$ cat src/rtl/sel_unit_pipe.sv
// rtl/sel_unit_pipe.sv - registered sum-selection stage for the speculative carry-select adder
module sel_unit_pipe #(
    parameter int BLK_W   = 4,
    parameter int N_BLK   = 4,
    parameter int CORRECT = 1,
    parameter int ERR_W   = 8
) (
    input  logic                   clk,
    input  logic                   rst,
    input  logic                   in_valid,
    output logic                   in_ready,
    input  logic [BLK_W*N_BLK-1:0] s0_bus,
    input  logic [BLK_W*N_BLK-1:0] s1_bus,
    input  logic [N_BLK-1:0]       c0_bus,
    input  logic [N_BLK-1:0]       c1_bus,
    input  logic [N_BLK-1:0]       spec_sel,
    input  logic                   cin,
    output logic [BLK_W*N_BLK-1:0] sum,
    output logic                   cout,
    output logic                   out_valid,
    input  logic                   out_ready,
    output logic                   out_err,
    output logic [ERR_W-1:0]       err_cnt
);

    localparam int SUM_W = BLK_W * N_BLK;
    localparam bit EXACT = (CORRECT != 0);

    localparam logic [0:0] RUN = 1'b0;
    localparam logic [0:0] FIX = 1'b1;

    // Ripple the true block carries: block i takes carry-in from block i-1's chosen carry-out.
    function automatic logic [N_BLK-1:0] exact_sel(input logic [N_BLK-1:0] c0,
                                                    input logic [N_BLK-1:0] c1,
                                                    input logic             ci);
        logic [N_BLK-1:0] e;
        e    = '0;
        e[0] = ci;
        for (int i = 1; i < N_BLK; i++) begin
            e[i] = e[i-1] ? c1[i-1] : c0[i-1];
        end
        return e;
    endfunction

    // Per-block pick between the carry-in-0 and carry-in-1 sums; no arithmetic here.
    function automatic logic [SUM_W-1:0] pick_sum(input logic [SUM_W-1:0] a,
                                                   input logic [SUM_W-1:0] b,
                                                   input logic [N_BLK-1:0] sel);
        logic [SUM_W-1:0] r;
        r = '0;
        for (int i = 0; i < N_BLK; i++) begin
            r[i*BLK_W +: BLK_W] = sel[i] ? b[i*BLK_W +: BLK_W] : a[i*BLK_W +: BLK_W];
        end
        return r;
    endfunction

    function automatic logic pick_cout(input logic [N_BLK-1:0] c0,
                                       input logic [N_BLK-1:0] c1,
                                       input logic [N_BLK-1:0] sel);
        return sel[N_BLK-1] ? c1[N_BLK-1] : c0[N_BLK-1];
    endfunction

    logic [0:0]       state;
    logic [SUM_W-1:0] h_s0;
    logic [SUM_W-1:0] h_s1;
    logic [N_BLK-1:0] h_c0;
    logic [N_BLK-1:0] h_c1;
    logic             h_cin;

    logic [N_BLK-1:0] ssel;
    logic [N_BLK-1:0] esel;
    logic [N_BLK-1:0] h_esel;
    logic             mis;
    logic             accept;
    logic [SUM_W-1:0] run_sum;
    logic             run_cout;
    logic [SUM_W-1:0] fix_sum;
    logic             fix_cout;

    // Select vectors and candidate results for the direct path and the correction path.
    always_comb begin
        ssel     = spec_sel;
        ssel[0]  = cin;
        esel     = exact_sel(c0_bus, c1_bus, cin);
        mis      = (ssel != esel);
        in_ready = (state == RUN) && (!out_valid || out_ready);
        accept   = in_valid && in_ready;
        // Without a mismatch ssel equals esel, so the direct path always uses ssel.
        run_sum  = pick_sum(s0_bus, s1_bus, ssel);
        run_cout = pick_cout(c0_bus, c1_bus, ssel);
        h_esel   = exact_sel(h_c0, h_c1, h_cin);
        fix_sum  = pick_sum(h_s0, h_s1, h_esel);
        fix_cout = pick_cout(h_c0, h_c1, h_esel);
    end

    // RUN/FIX control, output register and hold registers for the correction cycle.
    always_ff @(posedge clk) begin
        if (rst) begin
            state     <= RUN;
            sum       <= '0;
            cout      <= 1'b0;
            out_valid <= 1'b0;
            out_err   <= 1'b0;
            h_s0      <= '0;
            h_s1      <= '0;
            h_c0      <= '0;
            h_c1      <= '0;
            h_cin     <= 1'b0;
        end else begin
            case (state)
                RUN: begin
                    if (accept) begin
                        if (mis && EXACT) begin
                            // Output is free or draining now, so the FIX load cannot clobber it.
                            h_s0      <= s0_bus;
                            h_s1      <= s1_bus;
                            h_c0      <= c0_bus;
                            h_c1      <= c1_bus;
                            h_cin     <= cin;
                            out_valid <= 1'b0;
                            state     <= FIX;
                        end else begin
                            sum       <= run_sum;
                            cout      <= run_cout;
                            out_err   <= mis;
                            out_valid <= 1'b1;
                        end
                    end else if (out_valid && out_ready) begin
                        out_valid <= 1'b0;
                    end
                end
                FIX: begin
                    sum       <= fix_sum;
                    cout      <= fix_cout;
                    out_err   <= 1'b1;
                    out_valid <= 1'b1;
                    state     <= RUN;
                end
                default: state <= RUN;
            endcase
        end
    end

    // Saturating count of accepted mis-speculated transactions, in either mode.
    always_ff @(posedge clk) begin
        if (rst) begin
            err_cnt <= '0;
        end else if (accept && mis && (err_cnt != {ERR_W{1'b1}})) begin
            err_cnt <= err_cnt + ERR_W'(1);
        end
    end

endmodule

$ cat config.mk
export PLATFORM = sky130hd
export DESIGN_NAME = sel_unit_pipe
export DESIGN_NICKNAME = d
export VERILOG_FILES = /design/src/rtl/sel_unit_pipe.sv
export SDC_FILE = /design/constraint.sdc
export NUM_CORES = 1
export LEC_CHECK = 0
export BUFFER_PORTS_ARGS = -buffer_cell sky130_fd_sc_hd__buf_2
export CAP_MARGIN = 30
export CORE_MARGIN = 5
export CORE_UTILIZATION = 35
export DETAILED_ROUTE_END_ITERATION = 8
export HOLD_SLACK_MARGIN = 0.06
export PLACE_DENSITY = 0.55
export REMOVE_ABC_BUFFERS = 1
export SYNTH_ARGS = -nofsm -noshare
export SYNTH_HDL_FRONTEND = slang
export SYNTH_SLANG_ARGS = --single-unit
$ cat constraint.sdc
create_clock -name clk -period 3 [get_ports clk]
set_input_delay 0.3 -clock clk [delete_from_list [all_inputs] [get_ports clk]]
set_output_delay 0.3 -clock clk [all_outputs]
set_load 0.005 [all_outputs]
Word-level counts from Yosys, hierarchy flattened

Cells that the tools add are included.

Add/sub/neg operators: 1
Equality and inequality tests: 5
Mux-type cells: 32
Bitwise logic cells: 1
Reduce and logical (&&, ||, !) cells: 9

Operator list:

| operator                                                        | count |
|---|---|
| 16-bit 2-to-1 mux                                               | 2 |
| 4-bit 2-to-1 mux                                                | 8 |
| 16-bit one-hot mux with 2 select lines                          | 1 |
| 1-bit 2-to-1 mux                                                | 17 |
| 8-bit by 1-bit adder with 8-bit output, second input constant   | 1 |
| 8-bit != test, second input constant                            | 1 |
| 1-bit one-hot mux with 2 select lines                           | 4 |
| 1-bit logical AND                                               | 5 |
| 2-bit != test, second input constant                            | 2 |
| 3-bit by 2-bit != test with 1-bit output, second input constant | 1 |
| 3-bit != test                                                   | 1 |
| 3-bit AND reduction                                             | 1 |
| 2-bit AND reduction                                             | 1 |
| 1-bit zero test                                                 | 1 |
| 1-bit logical OR                                                | 1 |
| 1-bit inverter                                                  | 1 |

Register bits: 69
Input bits: 49
Output and inout bits: 28
Word-level logic and storage cells: 59

Longest topological paths before layout

Gate-level depths: netlist (run 1).

Word-level depth: 7
Gate-level depth with buffers: 8
Depth with buffers taken out: 6

Worst setup path before layout (run 1)

Ideal clock, no wire load.

Kind: input to register
Start point: input port cin
End point: register err_cnt[3]
Setup time: 0.121 ns
Arrival: 2.188 ns
Data required time: 2.879 ns
Slack: 0.691 ns
Stages: 7
Path buffers: 2
Path through: buf_4 mux2i_1 mux4_2 and3_1 buf_6 nor4_1 mux2_2

Longest elaborated chain between the ends: 6

RTL lines:

| item                              | line | RTL |
|---|---|---|
| from (decl)                       | 17   | `input logic cin,` |
| 1-bit 2-to-1 mux *                | 40   | `e[i] = e[i-1] ? c1[i-1] : c0[i-1];` |
| 1-bit 2-to-1 mux (2 in series)    | 40   |  |
| 3-bit != test *                   | 85   | `mis = (ssel != esel);` |
| 1-bit logical AND * (2 in series) | 148  | `end else if (accept && mis && (err_cnt != {ERR_W{1'b1}})) begin` |
| to (signal assigned)              | 149  | `err_cnt <= err_cnt + ERR_W'(1);` |
| to (decl)                         | 23   | `output logic [ERR_W-1:0] err_cnt` |

Every way passes the cells marked *; elsewhere a longest branch is shown, timed or not.
A chain may end at the register's enable or synchronous reset.

Worst setup path after layout (run 1)

Start point: register h_cin
End point: register cout

Longest elaborated chain between the ends: 5

RTL lines:

| item                                  | line | RTL |
|---|---|---|
| from (decl)                           | 68   | `logic h_cin;` |
| from (signal assigned)                | 119  | `h_cin <= cin;` |
| 1-bit 2-to-1 mux (3 in series)        | 40   |  |
| 1-bit 2-to-1 mux                      | 60   | `return sel[N_BLK-1] ? c1[N_BLK-1] : c0[N_BLK-1];` |
| 1-bit one-hot mux with 2 select lines | 110  | `case (state)` |
| to (signal assigned)                  | 124  | `cout <= run_cout;` |
| to (signal assigned)                  | 134  | `cout <= fix_cout;` |
| to (decl)                             | 19   | `output logic cout,` |

Every way passes these cells.

==> metrics, run 1 <==
final setup vio count 0; pre-CTS setup slack just under 400 ps; fraction of layout cells with a size suffix above 1 0.276; clock skew between 3 and 4 ps; RSZ-0062 raised after global routing no; Reg2Reg Depth 6; Crit. End Element flop; critical-path cell list mux2i_4, mux2i_2, mux2i_1, buf_4, nor3_1, o41ai_1; crit path kind reg -> reg; CP max-delay cell dfxtp_1; post-synthesis cell type count 42; post-CTS setup buffer count 0; footprint of the multi-input gates 0.00186 mm²; root buffer cell clkbuf_8; Initial DRT Pass Iterations 4; fin. max-slew vios 0; final WL about 8500 µm; Clock Sink Count between 60 and 70; Final Util 0.425; Total Nets Final 483; Port Buffer Count 75; vias per cell ~5; CP Depth 6; Leakage around 1.8 nW; initial antenna violation count 0; TritonCTS clock tree yes; grt ovf 0; Avg Synthesized Cell Area around 9.4 µm²; all-layer global routing usage 0.150; M1 GR Usage 0.183; Worst Path Arrival 2520 ps; Starting Density 0.353; vias in the first global route ~2900; Syn Inst Count between 300 and 400; DR WL/cell ~15 µm; Fin. Hold Viols 0; CTS resizes 0; met3 usage 0.0412; Final ANT Viol Nets 0; fin worst setup slack 713 ps; fin crit share 0.762; latest clock arrival within the worst-skew pair between 300 and 400 ps; largest net degree at the start of global routing between 50 and 60; Max VDD drop around 210 µV; via count around 2900; min cycle time layout 2290 ps; cell area after synthesis ~0.0034 mm²; # DRC 0; DRT iter0 DRCs between 100 and 150; Rows 36; I/O Pins 77; Syn. warnings 0; max-cap violations 0; R2R Path Start h_cin; M2 GR Usage 0.247; outcome completed; post-synth top area cell dfxtp_1; crit path buf inv count 1; die area 0.0118 mm²; Rel. slew slack 0.587; fin area between 0.004 and 0.005 mm²; Post-synth top cells mux2i_1 (75), dfxtp_1 (69), nor2_1 (49), nand2_1 (29), clkbuf_1 (15); f_max ~440 MHz; Worst-Margin Slew 620 ps; predominant post-synthesis flop cell dfxtp_1; Hold Path Origin s0_bus[6]; Die Width 109 µm; top-count cell post-synth mux2i_1; Clock transition at path regs ~70 ps; Post-Place Cell Area between 0.003 and 0.004 mm²; Num CTS Buffers 9; CP Launch Type flop; Area Overhead vs Synth 20.3%; ant diodes 0; register area 0.00138 mm²; post-synth top area share 0.406; Yosys reg bits between 60 and 70; fillcell total just over 1000; die height 109 µm; top cells by area, synth dfxtp_1 (41%), mux2i_1 (22%), nor2_1 (5.4%), nand2_1 (3.2%), mux2_2 (2.6%); number of flops mapped to enable cells by yosys 0; H-tree depth 3; Async S/R FF share, synth 0; Hold Crit Class in -> reg; first-pass GRT wire length 13900 µm; core area approximately 0.0096 mm²; Worst path top cell family by delay multiplexers; CTS Hold Bufs 0; worst hold path cell count 3; CP Data Required Time between 3000 and 4000 ps; GP Congestion between 0.7 and 0.8; Clock Tree Buf Depth 2; dpl hpwl about 6000 µm; GR peak layer met2; Critical Path Source h_cin; critical-path maximum fanout 10; post-synthesis sequential area ratio 0.406; slowest stage delay, CP approximately 560 ps; PwrDens 522 mW/mm²
## final cells by class
type | instances | area share
Tap cell | 133 | 0.0407
Sequential cell | 69 | 0.338
Clock buffer | 11 | 0.0370
Multi-Input combinational cell | 259 | 0.456
Timing Repair Buffer | 87 | 0.117
Inverter | 7 | 0.00642
Clock inverter | 5 | 0.00611
## layer usage
layer | share of wire | routed length (µm) | vias to the layer above
li1 | - | - | 1430
met4 | 0.017 | 146 | 0
met2 | 0.48 | 4050 | 57
met3 | 0.054 | 457 | 12
met1 | 0.45 | 3870 | 1360
met5 | 0 | 0 | -
## stage by stage
| step | power [mW] | setup TNS [ps] | hold WS [ps] | instances |
|---|---|---|---|---|
| 2_1_floorplan | 1.32 | -94670 | 369 | 335 |
| 3_3_place_gp | 1.47 | 0 | 442 | 555 |
| 3_5_place_dp | 1.48 | 0 | 451 | 555 |
| 4_1_cts | 2.17 | 0 | 192 | 571 |
| 5_1_grt | 2.27 | 0 | 204 | 571 |
| 6_report | 2.13 | 0 | 206 | 571 |
## cells in the final DEF (no fill, tap or decap), drive strengths merged, types with 7 or more instances in the layout
cell type and n:
nor3b 8, nor2 49, a211oi 7, nand3 13, a21oi 7, buf 87, nor3 9, nand2 29
nor2b 9, dfxtp 69, mux2i 77, mux2 8, clkbuf 11
## power breakdown
group,internal (mW),total [mW],leakage [nW],switching (mW)
clock network,0.338,0.680,0.0986,0.342
registers,0.987,1.03,0.565,0.0425
logic,0.201,0.425,1.16,0.224
total,1.53,2.13,1.82,0.608
## state kept, by name (all words and copies together) (netlist names), 4 cells and up
register,flops
sum,16
err_cnt,8
h_c1,4
h_c0,4
h_s0,16
h_s1,16
## path summary, 6_finish.rpt
check	endpoint	slack, ps
setup / recovery	cout	710
setup reg to reg	cout	710
hold reg to reg	sum[11]	460
hold / removal	h_s0[6]	210
## cells by family after synthesis
logic type | synth area share
and+or+nand+nor | 0.182
muxes | 0.264
DFF | 0.406
AOI/OAI and AO/OA | 0.0938
buffers and inverters | 0.0504
adders and majority gates | 0.00368
## worst reg2reg max path, stage by stage (launching register included)
cell and delay, ps:
dfxtp_1 560, mux2i_4 450, mux2i_2 360, mux2i_1 220
buf_4 190, nor3_1 60, o41ai_1 350
(Power assumes the default switching activity.)
==> run 2: changes to the inputs <==
Settings changed: ABC_AREA set to 1, PLACE_DENSITY 0.55 to 0.56.
Clock period 3 ns to 2.1 ns, I/O delays scaled along.
==> metrics, run 2 <==
Total Nets Final 645 (+34%); final setup vio count 0 (unchanged); top cells by area, synth dfxtp_1 (38%), nor2_1 (13%), nand2_1 (8.4%), o21ai_0 (6.6%), nor2_2 (5.4%); grt ovf 0 (unchanged); fin crit share 0.833 (+0.0704); core area 0.0102 mm² (+5.7%); final total power 3.52 mW (+65%); Crit. End Element flop; Yosys reg bits 69 (unchanged); most common cell after layout, fill and taps aside nor2_1; Fin Setup TNS 0 ps (unchanged); critical-path cell list inv_2, nand2_1, nand2_2, nand2_1, nand2_2, nand2_1, nand3_1, nand3_1, nand2_1, inv_1, nand2_1, nand2_1, nor2_1; H-tree depth 3 (unchanged); Die Width 112 µm (+2.9%); Syn Inst Count 526 (+45%); register area 0.00138 mm² (about the same); Starting Density 0.355 (+0.00247); GP Congestion 0.758 (+2.4%); die height 112 µm (+2.9%); Post-synth top cells nor2_1 (123), nand2_1 (81), dfxtp_1 (69), o21ai_0 (48), inv_1 (40); fraction of layout cells with a size suffix above 1 0.247 (-0.0296); CP Data Required Time 2350 ps (-880 ps); slowest stage delay, CP 420 ps (-140 ps); Async S/R FF share, synth 0 (unchanged); Max VDD drop 378 µV (+80%); worst reg2reg setup slack 350 ps (-360 ps); predominant post-synthesis flop cell dfxtp_1; post-synthesis sequential area ratio 0.382 (-0.0244); Avg Synthesized Cell Area 6.88 µm² (-27%); Area Overhead vs Synth 17.5%; Combinational Power Share 0.216 (+0.017); Fin. Hold Viols 0 (unchanged); DRT iter0 DRCs 204 (+94%); top flop regs h_s0 (16), h_s1 (16), sum (16); Switching Fraction 0.300 (+0.0149); Worst path top cell family by delay simple AND/OR/NAND/NOR gates; Rows 37 (+2.8%); PwrDens 829 mW/mm² (+59%); post-synth top area cell dfxtp_1; fin. max-slew vios 0 (unchanged); number of flops mapped to enable cells by yosys 0 (unchanged); Leakage 2.03 nW (+11%); Syn. warnings 0 (unchanged); first-pass GRT wire length 16200 µm (+17%); post-synth top area share 0.382 (-0.0244); Hold Crit Class in -> reg; Final ANT Viol Nets 0 (unchanged); CTS resizes 0 (unchanged); final WL 9610 µm (+13%); Int Pwr 2.47 mW (+62%); post-CTS setup buffer count 0 (unchanged); max-cap violations 0 (unchanged); f_max 572 MHz (+31%); vias in the first global route 3417 (+20%); crit path buf inv count 2 (+1); Clock Tree Buf Depth 2 (unchanged); Initial DRT Pass Iterations 4 (unchanged); min cycle time layout 1750 ps (-538 ps); outcome completed; most frequent cells in the layout nor2_1 (123), nand2_1 (81), buf_2 (75); all-layer global routing usage 0.156 (+0.00613); Clock Sink Count 69 (unchanged); cell area after synthesis 0.00362 mm² (+6.4%); latest clock arrival within the worst-skew pair 350 ps (about the same); initial antenna violation count 0 (unchanged); Clk network pwr share 0.352 (+0.033); DR WL/cell 13.0 µm (-13%); Num CTS Buffers 9 (unchanged); dpl hpwl 6570 µm (+9.4%); CP Launch Type flop; critical-path maximum fanout 7 (-3); Worst Path Arrival 2000 ps (-520 ps); # DRC 0 (unchanged); footprint of the multi-input gates 0.00186 mm² (-0.34%); Clock transition at path regs 80 ps (about the same); RSZ-0062 raised after global routing no; TritonCTS clock tree yes; clock skew 8.19 ps (+4.28 ps); via count 3469 (+21%); Port Buffer Count 75 (unchanged); post-synthesis cell type count 32 (-24%); Reg power frac 0.432 (-0.050); fillcell total 1113 (+10%); crit path kind reg -> reg; Rel. slew slack 0.716 (+0.129); CTS Hold Bufs 0 (unchanged); Worst-Margin Slew 425 ps (-195 ps); top-count cell post-synth nor2_1; die area 0.0125 mm² (+5.8%); fin worst setup slack 352 ps (-362 ps); I/O Pins 77 (unchanged); root buffer cell clkbuf_8; CP max-delay cell dfxtp_2; largest net degree at the start of global routing 42 (-29%); Top cell by count, worst path nand2_1; Switching Power 1.06 mW (+74%); vias per cell 4.71 (-6.0%); pre-CTS setup slack 159 ps (-227 ps)
run 2: metal layers:
metal  share of wire  up-vias  GRT usage  wire length [µm]
met4          0.0094        0     0.0568                90
met5               0        -          0                 0
met1            0.48     1556      0.205              4620
met2            0.45       89      0.250              4280
met3           0.064        6     0.0370               613
li1                -     1818          -                 -
run 2: final timing paths:
path	startpoint	endpoint	cells after the start
setup / recovery	h_cin	sum[12]	13
setup reg to reg	h_cin	sum[12]	13
hold reg to reg	out_err	out_err	2
hold / removal	rst	err_cnt[3]	2
run 2: power groups by stage:
stage               Sequential (mW)  Combinational, mW  Clock, mW
global route                   1.54              0.875       1.34
detailed placement             1.55              0.767          0
global placement               1.55              0.754          0
floorplan                      1.55              0.502          0
CTS                            1.52              0.771       1.28
finish                         1.52              0.762       1.24
run 2: stage by stage:
stage | hold slack (ps) | cell area, µm² | cells | utilization
final | 104 | 4250 | 737 | 0.418
after global routing | 106 | 4250 | 736 | 0.417
after CTS | 86.5 | 4250 | 736 | 0.417
after detailed placement | 461 | 4020 | 720 | 0.395
after global placement | 447 | 4020 | 720 | 0.395
after floorplan | 279 | 3420 | 501 | -
run 2: worst register-to-register path, stage by stage, from the launching register on:
cell and delay [ps]:
dfxtp_2 420, inv_2 90, nand2_1 150, nand2_2 130, nand2_1 130, nand2_2 110
nand2_1 190, nand3_1 100, nand3_1 80, nand2_1 50, inv_1 50, nand2_1 40
nand2_1 70, nor2_1 40
run 2: cell type report:
cell class | instances | area share
Multi-Input combinational cell | 387 | 0.437
Antenna cell | 1 | 0.000588
Clock buffer | 12 | 0.0365
Tap cell | 136 | 0.0400
Sequential cell | 69 | 0.325
Clock inverter | 4 | 0.0165
Timing Repair Buffer | 83 | 0.102
Inverter | 45 | 0.0421
run 2: logic make-up after synthesis:
kind of cell | share of synthesized area
XOR/XNOR | 0.00242
AND/OR/NAND/NOR | 0.377
buffers and inverters | 0.105
AO/OA/AOI/OAI | 0.130
adder cells (fa/ha/maj) | 0.00346
flip-flops | 0.382
==> run 3: changes to the inputs <==
Clock period 2.1 ns to 1.46 ns, I/O delays scaled along.
==> metrics, run 3 (synthesized netlist as in run 2, its figures left out) <==
M2 GR Usage 0.257 (+0.00679); final setup vio count 0 (unchanged); critical-path maximum fanout 4 (-3); fin worst setup slack 54.2 ps (-297 ps); most common cell after layout, fill and taps aside nor2_1; Rows 37 (unchanged); GP Congestion 0.807 (+6.4%); Clock transition at path regs 80 ps (about the same); first-pass GRT wire length 16300 µm (+0.64%); all-layer global routing usage 0.156 (-0.000322); fin crit share 0.963 (+0.130); Num CTS Buffers 9 (unchanged); core area 0.0102 mm² (unchanged); DR WL/cell 12.7 µm (-2.8%); initial antenna violation count 0 (unchanged); fraction of layout cells with a size suffix above 1 0.322 (+0.0754); Crit. End Element flop; ant diodes 0 (-1); Non-Filler Instances 785 (+6.5%); TritonCTS clock tree yes; DRT iter0 DRCs 128 (-37%); die height 112 µm (unchanged); max-cap violations 0 (unchanged); Critical Path Source err_cnt[1]; met3 usage 0.0397 (+0.00272); CP Launch Type flop; Rel. slew slack 0.782 (+0.0660); Port Buffer Count 75 (unchanged); Hold Crit Class in -> reg; dpl hpwl 6950 µm (+5.9%); clock skew 7.74 ps (-0.455 ps); RSZ-0062 raised after global routing yes; die area 0.0125 mm² (unchanged); Starting Density 0.355 (unchanged); PwrDens 1090 mW/mm² (+32%); min cycle time layout 1410 ps (-343 ps); Hold Path Origin c0_bus[3]; CP Data Required Time 1700 ps (-650 ps); Clock Sink Count 69 (unchanged); vias in the first global route 3557 (+4.1%); R2R Path Start err_cnt[1]; fillcell total 1055 (-5.2%); final WL 9940 µm (+3.5%); Leakage 2.32 nW (+14%); Max VDD drop 518 µV (+37%); via count 3691 (+6.4%); f_max 711 MHz (+24%); pre-CTS setup slack -93.7 ps (-253 ps); Total Nets Final 694 (+7.6%); # DRC 0 (unchanged); most frequent cells in the layout nor2_1 (121), nand2_1 (75), buf_2 (75); Die Width 112 µm (unchanged); crit path kind reg -> reg; largest net degree at the start of global routing 35 (-17%); top flop regs h_s0 (16), h_s1 (16), sum (16); outcome completed; GR peak layer met2; Worst-Margin Slew 327 ps (-97.5 ps); vias per cell 4.70 (-0.11%); Clock Tree Buf Depth 2 (unchanged); H-tree depth 3 (unchanged); Placed Cells 749 (+4.0%); Fin. Hold Viols 0 (unchanged); I/O Pins 77 (unchanged); final total power 5.37 mW (+52%); Worst Path Arrival 1640 ps (-360 ps); latest clock arrival within the worst-skew pair 340 ps (about the same); grt ovf 0 (unchanged); Area Overhead vs Synth 35.7%; root buffer cell clkbuf_8; Final ANT Viol Nets 0 (unchanged); fin. max-slew vios 0 (unchanged); M1 GR Usage 0.204 (-0.00159); Initial DRT Pass Iterations 5 (+1)
==> run 3: cell types whose count changed in the layout (fill, tap and decap cells not counted), sizes merged <==
cell,delta
buf,+33
clkbuf,-2
clkinv,+1
clkinvlp,+1
diode,-1
dlygate4sd3,+16
==> run 3: stage by stage <==
stage / area, µm² / hold WS, ps / TNS [ps] / utilization
floorplan: 3420 / 215 / -19070 / -
global placement: 4340 / 396 / -973 / 0.426
detailed placement: 4340 / 398 / -2550 / 0.426
CTS: 4740 / 31.1 / -5.73 / 0.466
global route: 4910 / 71.5 / -504 / 0.482
finish: 4910 / 71.1 / 0 / 0.482
==> run 3: area by class of cell <==
| cell class | instances | area, µm² | share of cell area |
|---|---|---|---|
| clock buffers | 10 | 138 | 0.0280 |
| clock inverters | 6 | 86.3 | 0.0176 |
| inverters | 45 | 184 | 0.0374 |
| multi-input cells | 387 | 1990 | 0.404 |
| flip-flops and latches | 69 | 1390 | 0.283 |
| well taps | 136 | 170 | 0.0346 |
| repair buffers | 132 | 960 | 0.195 |
==> run 3: path summary, 6_finish.rpt <==
check	endpoint	slack [ps]	cells past startpoint
max	err_cnt[5]	50	12
min	h_c0[3]	70	3
max reg2reg	err_cnt[5]	50	12
min reg2reg	out_err	470	2
==> run 3: power breakdown <==
part	switching [mW]	internal, mW
clock network	0.777	1.01
logic	0.740	0.642
registers	0.123	2.08
==> run 3: layer usage <==
layer / part of all wire / vias up
met4: 0.0068 / 0
met2: 0.47 / 85
li1: - / 1921
met5: 0 / -
met3: 0.054 / 6
met1: 0.47 / 1679
==> run 3: critical path, cell delays in order, from the launching register on <==
cell and delay (ps):
dfxtp_2 360, ha_4 140, nand2_2 60, nor2_1 100
nand2_1 90, inv_2 90, nand3_4 100, nand2_4 130
nor2_4 40, nand3_2 60, nand2_1 50, nand2_1 50
nor2_1 40
==> run 3: repair_timing <==
item	CTS	global route
hold endpoints to repair	20	5
gates resized for setup	7	40
setup endpoints to repair	22	27
pin swaps	4	16
setup buffers	1	3
hold buffers	15	1
